## config.mk

```make
export PLATFORM = sky130hd
export DESIGN_NAME = fft_cmul_pipe
export DESIGN_NICKNAME = d
export VERILOG_FILES = /design/src/rtl/fft_cmul_pipe.sv
export SDC_FILE = /design/constraint.sdc
export NUM_CORES = 2
export LEC_CHECK = 0
export ABC_AREA = 0
export CORE_UTILIZATION = 31
export DETAILED_ROUTE_END_ITERATION = 10
export PLACE_DENSITY_LB_ADDON = 0.2
export SLEW_MARGIN = 20
export SYNTH_ARGS = -nofsm -noshare
export SYNTH_HDL_FRONTEND = slang
export SYNTH_SLANG_ARGS = --single-unit
```

## constraint.sdc

```tcl
create_clock -name clk_i -period 7.45 [get_ports clk_i]
set_clock_uncertainty 0.2 [all_clocks]
set_input_delay 1.1175 -clock clk_i [delete_from_list [all_inputs] [get_ports clk_i]]
set_output_delay 1.1175 -clock clk_i [all_outputs]
set_load 0.01 [all_outputs]
```

## src/rtl/fft_cmul_pipe.sv

```systemverilog
`default_nettype none
//============================================================================
// Module      : fft_cmul_pipe
// Description : Complex twiddle multiplier z = x*w or x*conj(w) for R22SDF
//               FFT stages. Karatsuba form with three real products:
//                 f = c*(a-b), R = b*(c-d)+f, I = a*(c+d)-f
//               SHARED=0 : four-stage pipeline, one sample per clock.
//               SHARED=1 : one multiplier time-shared by a small FSM,
//                          one sample every five clocks.
//               The result is scaled by 2^-(TWIDDLE_WIDTH-1) with either
//               floor or round-half-to-even, then saturated to DATA_WIDTH.
// Ports       : clk_i/rst_n           clock, async active-low reset
//               in_valid_i/in_ready_o input handshake (ready=1 if SHARED=0)
//               conj_i, tag_i          per-sample conjugate flag and tag
//               x_re_i/x_im_i          signed data input
//               w_re_i/w_im_i          signed twiddle (Q1.TW-1)
//               out_valid_o            one-cycle pulse per result
//               tag_o, z_re_o/z_im_o   tag and signed result
//               ovf_o                  result saturated (re or im)
// Revision    : 1.0  initial single-clock release
//============================================================================
module fft_cmul_pipe #(
   parameter int DATA_WIDTH    = 25,
   parameter int TWIDDLE_WIDTH = 10,
   parameter int TAG_WIDTH     = 10,
   parameter int SHARED        = 0,
   parameter int RND_MODE      = 1
) (
   input  logic                     clk_i,
   input  logic                     rst_n,
   input  logic                     in_valid_i,
   output logic                     in_ready_o,
   input  logic                     conj_i,
   input  logic [TAG_WIDTH-1:0]     tag_i,
   input  logic [DATA_WIDTH-1:0]    x_re_i,
   input  logic [DATA_WIDTH-1:0]    x_im_i,
   input  logic [TWIDDLE_WIDTH-1:0] w_re_i,
   input  logic [TWIDDLE_WIDTH-1:0] w_im_i,
   output logic                     out_valid_o,
   output logic [TAG_WIDTH-1:0]     tag_o,
   output logic [DATA_WIDTH-1:0]    z_re_o,
   output logic [DATA_WIDTH-1:0]    z_im_o,
   output logic                     ovf_o
);

   localparam int C_DW  = DATA_WIDTH;
   localparam int C_TW  = TWIDDLE_WIDTH;
   localparam int C_DWD = C_TW + 1;          // conjugated w_im, holds +2^(TW-1)
   localparam int C_AW  = C_DW + 1;          // data pre-add width
   localparam int C_BW  = C_TW + 2;          // twiddle pre-add width
   localparam int C_PW  = C_DW + C_TW + 2;   // product / post-add width
   localparam int C_SH  = C_TW - 1;          // LSBs dropped by scaling
   localparam int C_QW  = C_PW - C_SH + 1;   // scaled value plus rounding carry

   localparam logic [C_SH-1:0]        C_HALF = {1'b1, {(C_SH-1){1'b0}}};
   localparam logic signed [C_QW-1:0] C_ONE  = C_QW'(1);
   localparam logic signed [C_QW-1:0] C_MAX  = {{(C_QW-C_DW+1){1'b0}}, {(C_DW-1){1'b1}}};
   localparam logic signed [C_QW-1:0] C_MIN  = {{(C_QW-C_DW+1){1'b1}}, {(C_DW-1){1'b0}}};

   typedef enum logic [2:0] {
      S_IDLE = 3'd0,
      S_MF   = 3'd1,
      S_MR   = 3'd2,
      S_MI   = 3'd3,
      S_RND  = 3'd4
   } state_t;

   // Scale, round and saturate one component. Returns {ovf, z}.
   function automatic logic [C_DW:0] round_sat(input logic signed [C_PW-1:0] v);
      logic signed [C_QW-1:0] q;
      logic [C_SH-1:0]        frac;
      logic [C_DW-1:0]        z;
      logic                   ovf;
      // Extra sign bit leaves room for the +1 of rounding without wrap.
      q    = {v[C_PW-1], v[C_PW-1:C_SH]};
      frac = v[C_SH-1:0];
      if (RND_MODE != 0) begin
         if ((frac > C_HALF) || ((frac == C_HALF) && q[0])) begin
            q = q + C_ONE;
         end
      end
      ovf = 1'b0;
      z   = q[C_DW-1:0];
      if (q > C_MAX) begin
         z   = C_MAX[C_DW-1:0];
         ovf = 1'b1;
      end else if (q < C_MIN) begin
         z   = C_MIN[C_DW-1:0];
         ovf = 1'b1;
      end
      return {ovf, z};
   endfunction

   // Input decode shared by both architectures.
   logic signed [C_DW-1:0]  w_a;
   logic signed [C_DW-1:0]  w_b;
   logic signed [C_TW-1:0]  w_c;
   logic signed [C_TW-1:0]  w_wim;
   logic signed [C_DWD-1:0] w_wim_ext;
   logic signed [C_DWD-1:0] w_d;

   assign w_a       = $signed(x_re_i);
   assign w_b       = $signed(x_im_i);
   assign w_c       = $signed(w_re_i);
   assign w_wim     = $signed(w_im_i);
   assign w_wim_ext = C_DWD'(w_wim);
   assign w_d       = conj_i ? -w_wim_ext : w_wim_ext;

   generate
      if (SHARED == 0) begin : g_pipe
         logic signed [C_AW-1:0] w_amb;
         logic signed [C_BW-1:0] w_cmd;
         logic signed [C_BW-1:0] w_cpd;
         logic [C_DW:0]          w_rs_re;
         logic [C_DW:0]          w_rs_im;

         // Stage valids: [0]=S1 pre-add, [1]=S2 mult, [2]=S3 post-add, [3]=S4 out
         logic [3:0]             r_vld;
         logic [TAG_WIDTH-1:0]   r1_tag, r2_tag, r3_tag, r4_tag;
         logic signed [C_AW-1:0] r1_amb;
         logic signed [C_BW-1:0] r1_cmd, r1_cpd;
         logic signed [C_DW-1:0] r1_a, r1_b;
         logic signed [C_TW-1:0] r1_c;
         logic signed [C_PW-1:0] r2_f, r2_pr, r2_pi;
         logic signed [C_PW-1:0] r3_r, r3_i;
         logic [C_DW-1:0]        r4_zr, r4_zi;
         logic                   r4_ovf;

         assign w_amb   = C_AW'(w_a) - C_AW'(w_b);
         assign w_cmd   = C_BW'(w_c) - C_BW'(w_d);
         assign w_cpd   = C_BW'(w_c) + C_BW'(w_d);
         assign w_rs_re = round_sat(r3_r);
         assign w_rs_im = round_sat(r3_i);

         // Each stage loads only when its predecessor holds a valid sample,
         // so z/tag/ovf hold the last result between pulses.
         always_ff @(posedge clk_i or negedge rst_n) begin
            if (!rst_n) begin
               r_vld  <= '0;
               r1_tag <= '0;
               r2_tag <= '0;
               r3_tag <= '0;
               r4_tag <= '0;
               r1_amb <= '0;
               r1_cmd <= '0;
               r1_cpd <= '0;
               r1_a   <= '0;
               r1_b   <= '0;
               r1_c   <= '0;
               r2_f   <= '0;
               r2_pr  <= '0;
               r2_pi  <= '0;
               r3_r   <= '0;
               r3_i   <= '0;
               r4_zr  <= '0;
               r4_zi  <= '0;
               r4_ovf <= 1'b0;
            end else begin
               r_vld <= {r_vld[2:0], in_valid_i};
               if (in_valid_i) begin
                  r1_amb <= w_amb;
                  r1_cmd <= w_cmd;
                  r1_cpd <= w_cpd;
                  r1_a   <= w_a;
                  r1_b   <= w_b;
                  r1_c   <= w_c;
                  r1_tag <= tag_i;
               end
               if (r_vld[0]) begin
                  r2_f   <= C_PW'(r1_c) * C_PW'(r1_amb);
                  r2_pr  <= C_PW'(r1_b) * C_PW'(r1_cmd);
                  r2_pi  <= C_PW'(r1_a) * C_PW'(r1_cpd);
                  r2_tag <= r1_tag;
               end
               if (r_vld[1]) begin
                  r3_r   <= r2_pr + r2_f;
                  r3_i   <= r2_pi - r2_f;
                  r3_tag <= r2_tag;
               end
               if (r_vld[2]) begin
                  r4_zr  <= w_rs_re[C_DW-1:0];
                  r4_zi  <= w_rs_im[C_DW-1:0];
                  r4_ovf <= w_rs_re[C_DW] | w_rs_im[C_DW];
                  r4_tag <= r3_tag;
               end
            end
         end

         assign in_ready_o  = 1'b1;
         assign out_valid_o = r_vld[3];
         assign tag_o       = r4_tag;
         assign z_re_o      = r4_zr;
         assign z_im_o      = r4_zi;
         assign ovf_o       = r4_ovf;
      end else begin : g_shared
         state_t                 r_state;
         state_t                 w_next;
         logic                   w_ready;
         logic signed [C_AW-1:0] w_s_amb;
         logic signed [C_BW-1:0] w_s_cmd;
         logic signed [C_BW-1:0] w_s_cpd;
         logic signed [C_AW-1:0] w_opx;
         logic signed [C_BW-1:0] w_opw;
         logic signed [C_PW-1:0] w_prod;
         logic [C_DW:0]          w_rs_re;
         logic [C_DW:0]          w_rs_im;

         logic signed [C_DW-1:0]  r_a, r_b;
         logic signed [C_TW-1:0]  r_c;
         logic signed [C_DWD-1:0] r_d;
         logic [TAG_WIDTH-1:0]    r_tag, r_tag_o;
         logic signed [C_PW-1:0]  r_f, r_acc_re, r_acc_im;
         logic [C_DW-1:0]         r_zr, r_zi;
         logic                    r_ovf;
         logic                    r_vld;

         assign w_s_amb = C_AW'(r_a) - C_AW'(r_b);
         assign w_s_cmd = C_BW'(r_c) - C_BW'(r_d);
         assign w_s_cpd = C_BW'(r_c) + C_BW'(r_d);
         assign w_prod  = C_PW'(w_opx) * C_PW'(w_opw);
         assign w_rs_re = round_sat(r_acc_re);
         assign w_rs_im = round_sat(r_acc_im);

         always_ff @(posedge clk_i or negedge rst_n) begin
            if (!rst_n) begin
               r_state <= S_IDLE;
            end else begin
               r_state <= w_next;
            end
         end

         // Next state, ready, and the operand pair fed to the one multiplier.
         always_comb begin
            w_next  = r_state;
            w_ready = 1'b0;
            w_opx   = w_s_amb;
            w_opw   = C_BW'(r_c);
            case (r_state)
               S_IDLE: begin
                  w_ready = 1'b1;
                  if (in_valid_i) begin
                     w_next = S_MF;
                  end
               end
               S_MF: begin
                  w_next = S_MR;
               end
               S_MR: begin
                  w_next = S_MI;
                  w_opx  = C_AW'(r_b);
                  w_opw  = w_s_cmd;
               end
               S_MI: begin
                  w_next = S_RND;
                  w_opx  = C_AW'(r_a);
                  w_opw  = w_s_cpd;
               end
               S_RND: begin
                  w_next = S_IDLE;
               end
               default: begin
                  w_next = S_IDLE;
               end
            endcase
         end

         always_ff @(posedge clk_i or negedge rst_n) begin
            if (!rst_n) begin
               r_a      <= '0;
               r_b      <= '0;
               r_c      <= '0;
               r_d      <= '0;
               r_tag    <= '0;
               r_tag_o  <= '0;
               r_f      <= '0;
               r_acc_re <= '0;
               r_acc_im <= '0;
               r_zr     <= '0;
               r_zi     <= '0;
               r_ovf    <= 1'b0;
               r_vld    <= 1'b0;
            end else begin
               r_vld <= 1'b0;
               case (r_state)
                  S_IDLE: begin
                     if (in_valid_i) begin
                        r_a   <= w_a;
                        r_b   <= w_b;
                        r_c   <= w_c;
                        r_d   <= w_d;
                        r_tag <= tag_i;
                     end
                  end
                  S_MF: begin
                     r_f <= w_prod;
                  end
                  S_MR: begin
                     r_acc_re <= w_prod + r_f;
                  end
                  S_MI: begin
                     r_acc_im <= w_prod - r_f;
                  end
                  S_RND: begin
                     r_zr    <= w_rs_re[C_DW-1:0];
                     r_zi    <= w_rs_im[C_DW-1:0];
                     r_ovf   <= w_rs_re[C_DW] | w_rs_im[C_DW];
                     r_tag_o <= r_tag;
                     r_vld   <= 1'b1;
                  end
                  default: begin
                  end
               endcase
            end
         end

         assign in_ready_o  = w_ready;
         assign out_valid_o = r_vld;
         assign tag_o       = r_tag_o;
         assign z_re_o      = r_zr;
         assign z_im_o      = r_zi;
         assign ovf_o       = r_ovf;
      end
   endgenerate

endmodule
`default_nettype wire

```

==> flow_metrics.py <==
metrics = {
    "placement": {
        "hpwl_um": 122000,
        "dp_cells": 7625,
        "gp_congestion": 0.858,
        "port-buffer-count": 145,
    },
    "logic_synthesis": {
        "yosys-top-cells-area": "fa_1 (30%), dfrtp_1 (19%), ha_1 (8.8%)",
        "yosysTopAreaCell": "fa_1",
        "syn_inst": 5462,
        "seq_area_frac_synth_pct": 19.2,
        "async_flop_share_pct": 100,
        "syn-cell-area_mm2": 0.0507,
        "yosysUniqueCellTypes": 86,
        "synth.avg_cell_area_um2": 9.28,
        "ys.warnings.count": 0,
        "netlist.area_leader.share_pct": 30.0,
        "synth.most_common_cell": "inv_1",
        "syn_nets": 6663,
        "synth-seq-cells": 388,
        "synth_top_flop_cell": "dfrtp_1",
        "synth_common_cells": "inv_1 (1030), fa_1 (760), nand2_1 (702), dfrtp_1 (388), ha_1 (357)",
        "synth-edff-count": 0,
    },
    "global_routing": {
        "grt_pass1_vias": 38300,
        "antenna_found_initial": 2,
        "grt_max_degree": 116,
        "grt_pass1_wl_um": 233000,
        "grt_overflow": 0,
        "track_usage_pct": 18.4,
    },
    "cts": {
        "clockBufferDepth": 3,
        "cts_setup_buffers": 0,
        "numCtsBuffers": 52,
        "htreeDepth": 2,
        "hold_buffers": 0,
        "clock_latency_ns": 0.69,
        "cts_tree": "done",
        "numClockSinks": 388,
        "cts-root-buf": "clkbuf_16",
        "clk_pin_slew_ns": 0.06,
    },
    "timing": {
        "timing.final.crit_share_pct": 94.4,
        "tns_ns": 0,
        "setup_viol": 0,
        "slew_headroom_pct": 31.2,
        "final-hold-violation-count": 0,
        "final_max_slew_viol_count": 0,
        "max_freq_mhz": 142,
        "worst_pin_slew_ns": 1.03,
        "rsz0062_at_grt": "no",
        "hold_ws_ns": 0.272,
        "period_minus_slack_ns": 7.04,
    },
    "floorplan": {
        "fp.dieW_um": 406,
        "core-area_mm2": 0.163,
        "dieArea_mm2": 0.165,
        "dieHeight_um": 406,
        "start_util_pct": 31.2,
        "io_pins": 147,
        "row_count": 148,
    },
    "cells_and_area": {
        "layout-drive-gt1-share_pct": 7.94,
        "final_cells": 7721,
        "synthToLayoutAreaGrowth_pct": 11.4,
        "num-fill-cells": 16800,
        "final_nets": 6705,
        "fin_util_pct": 34.7,
    },
    "detailed_routing": {
        "wl_per_cell_um": 19.3,
        "drt-initial-drc-count": 2125,
        "drc": 0,
        "ant_nets": 0,
        "num_vias": 36800,
        "routed_via_density": 4.76,
        "wl_um": 149000,
        "firstDrtPassIters": 5,
    },
    "critical_path": {
        "required_ns": 7.78,
        "worstSetupPathType": "flop to flop",
        "end_kind": "flop",
        "arrival_ns": 7.36,
        "crit_fanout": 19,
        "cp-start-kind": "flop",
    },
    "worst_hold_path": {
        "hp-class": "flop to flop",
    },
    "run_status": {
        "status": "finished, final reports clean",
    },
    "run": {
        "max-cap-violations": 0,
    },
}
[per-stage QoR]
| step | instance area, um^2 | worst slack (ns) |
|---|---|---|
| final | 56500 | 0.415 |
| after detailed placement | 54600 | 0.319 |
| after CTS | 56400 | 0.301 |
| after global placement | 54600 | 0.442 |
| after global routing | 56400 | 0.00361 |
| after floorplan | 50700 | 1.31 |
[cell families (layout without fill, tap and decap cells)]
logic type / Yosys count / count (layout) / share of synthesized area, %
AND/OR/NAND/NOR: 1440 / 1440 / 13.0
AO/OA/AOI/OAI: 749 / 749 / 9.89
adder cells (fa/ha/maj): 1117 / 1117 / 38.8
flip-flops: 388 / 388 / 19.2
other: 1 / 3 / 0.00740
buffers and inverters: 1279 / 1361 / 9.52
multiplexers: 236 / 236 / 5.21
XOR/XNOR: 252 / 252 / 4.35
[worst max-delay path: stages, from the launching register on]
cell and delay (ns):
dfrtp_1 0.89, nand2_1 0.19, fa_1 0.59, inv_1 0.05
fa_1 0.46, fa_1 0.52, fa_1 0.57, inv_1 0.06
fa_1 0.53, inv_1 0.04, ha_1 0.39, and4_1 0.26
a21boi_0 0.18, a41oi_1 0.07, a21o_1 0.21, a21oi_2 0.23
a41oi_2 0.25, o31ai_1 0.57, a211oi_1 0.18, xnor2_1 0.17
mux2_2 0.27
[area by class of cell]
class                      count  area [um^2]  area share [%]
timing repair buffer         236         2170            3.84
tap                         2175         2720            4.82
inverter                    1031         3870            6.86
clock inverter                18          304           0.539
sequential                   388         9730            17.2
multi-input combinational   3795        36200            64.1
antenna                        2         5.00         0.00887
clock buffer                  76         1490            2.64
[flip-flops by register name, indices dropped and copies added, names as in the netlist, 25 cells and up]
| register | cells |
|---|---|
| g_pipe.r2_pr | 37 |
| g_pipe.r2_pi | 37 |
| g_pipe.r1_b | 25 |
| g_pipe.r1_a | 25 |
| z_re_o | 25 |
| g_pipe.r2_f | 36 |
| z_im_o | 25 |
| g_pipe.r3_i | 37 |
| g_pipe.r3_r | 37 |
| g_pipe.r1_amb | 26 |
[what timing repair did]
action / CTS / global route
hold endpoints to repair: 0 / 0
setup endpoints to repair: 0 / 4
resized for setup: 0 / 5
[worst paths after layout]
kind,start,endpoint,slack (ns),depth (start not counted)
max in group asynchronous,rst_n,g_pipe.r_vld[2],5.29,2
hold reg to reg,z_im_o[5],z_im_o[5],0.27,1
min in group asynchronous,rst_n,z_im_o[10],0.28,1
hold / removal,z_im_o[5],z_im_o[5],0.27,1
setup / recovery,g_pipe.r1_cpd[8],g_pipe.r2_pi[36],0.41,20
setup reg to reg,g_pipe.r1_cpd[8],g_pipe.r2_pi[36],0.41,20
[cell usage in the layout (no fill, tap or decap), types with 36 or more instances in the layout]
cell type	instances
a21o_1	102
nand3_1	63
ha_1	357
nand2_1	702
inv_1	1029
mux2_2	222
xnor2_1	175
clkdlybuf4s50_1	143
a21oi_1	187
o21a_1	45
nand2b_1	36
dfrtp_1	380
o21ai_0	137
clkbuf_16	52
xor2_1	77
and2_1	247
fa_1	760
buf_4	89
o211ai_1	42
nor2_1	232
[routing by layer]
metal	global-route usage, %	up-vias	part of all wire [%]
met5	0	-	0
met2	28.7	745	44
met4	5.40	0	3.1
li1	-	17300	-
met1	26.5	18600	48
met3	2.35	144	4.8
Power is left out: the tool's default activity adds up to more than one toggle a clock period on the data nets, which glitch-free logic cannot reach.
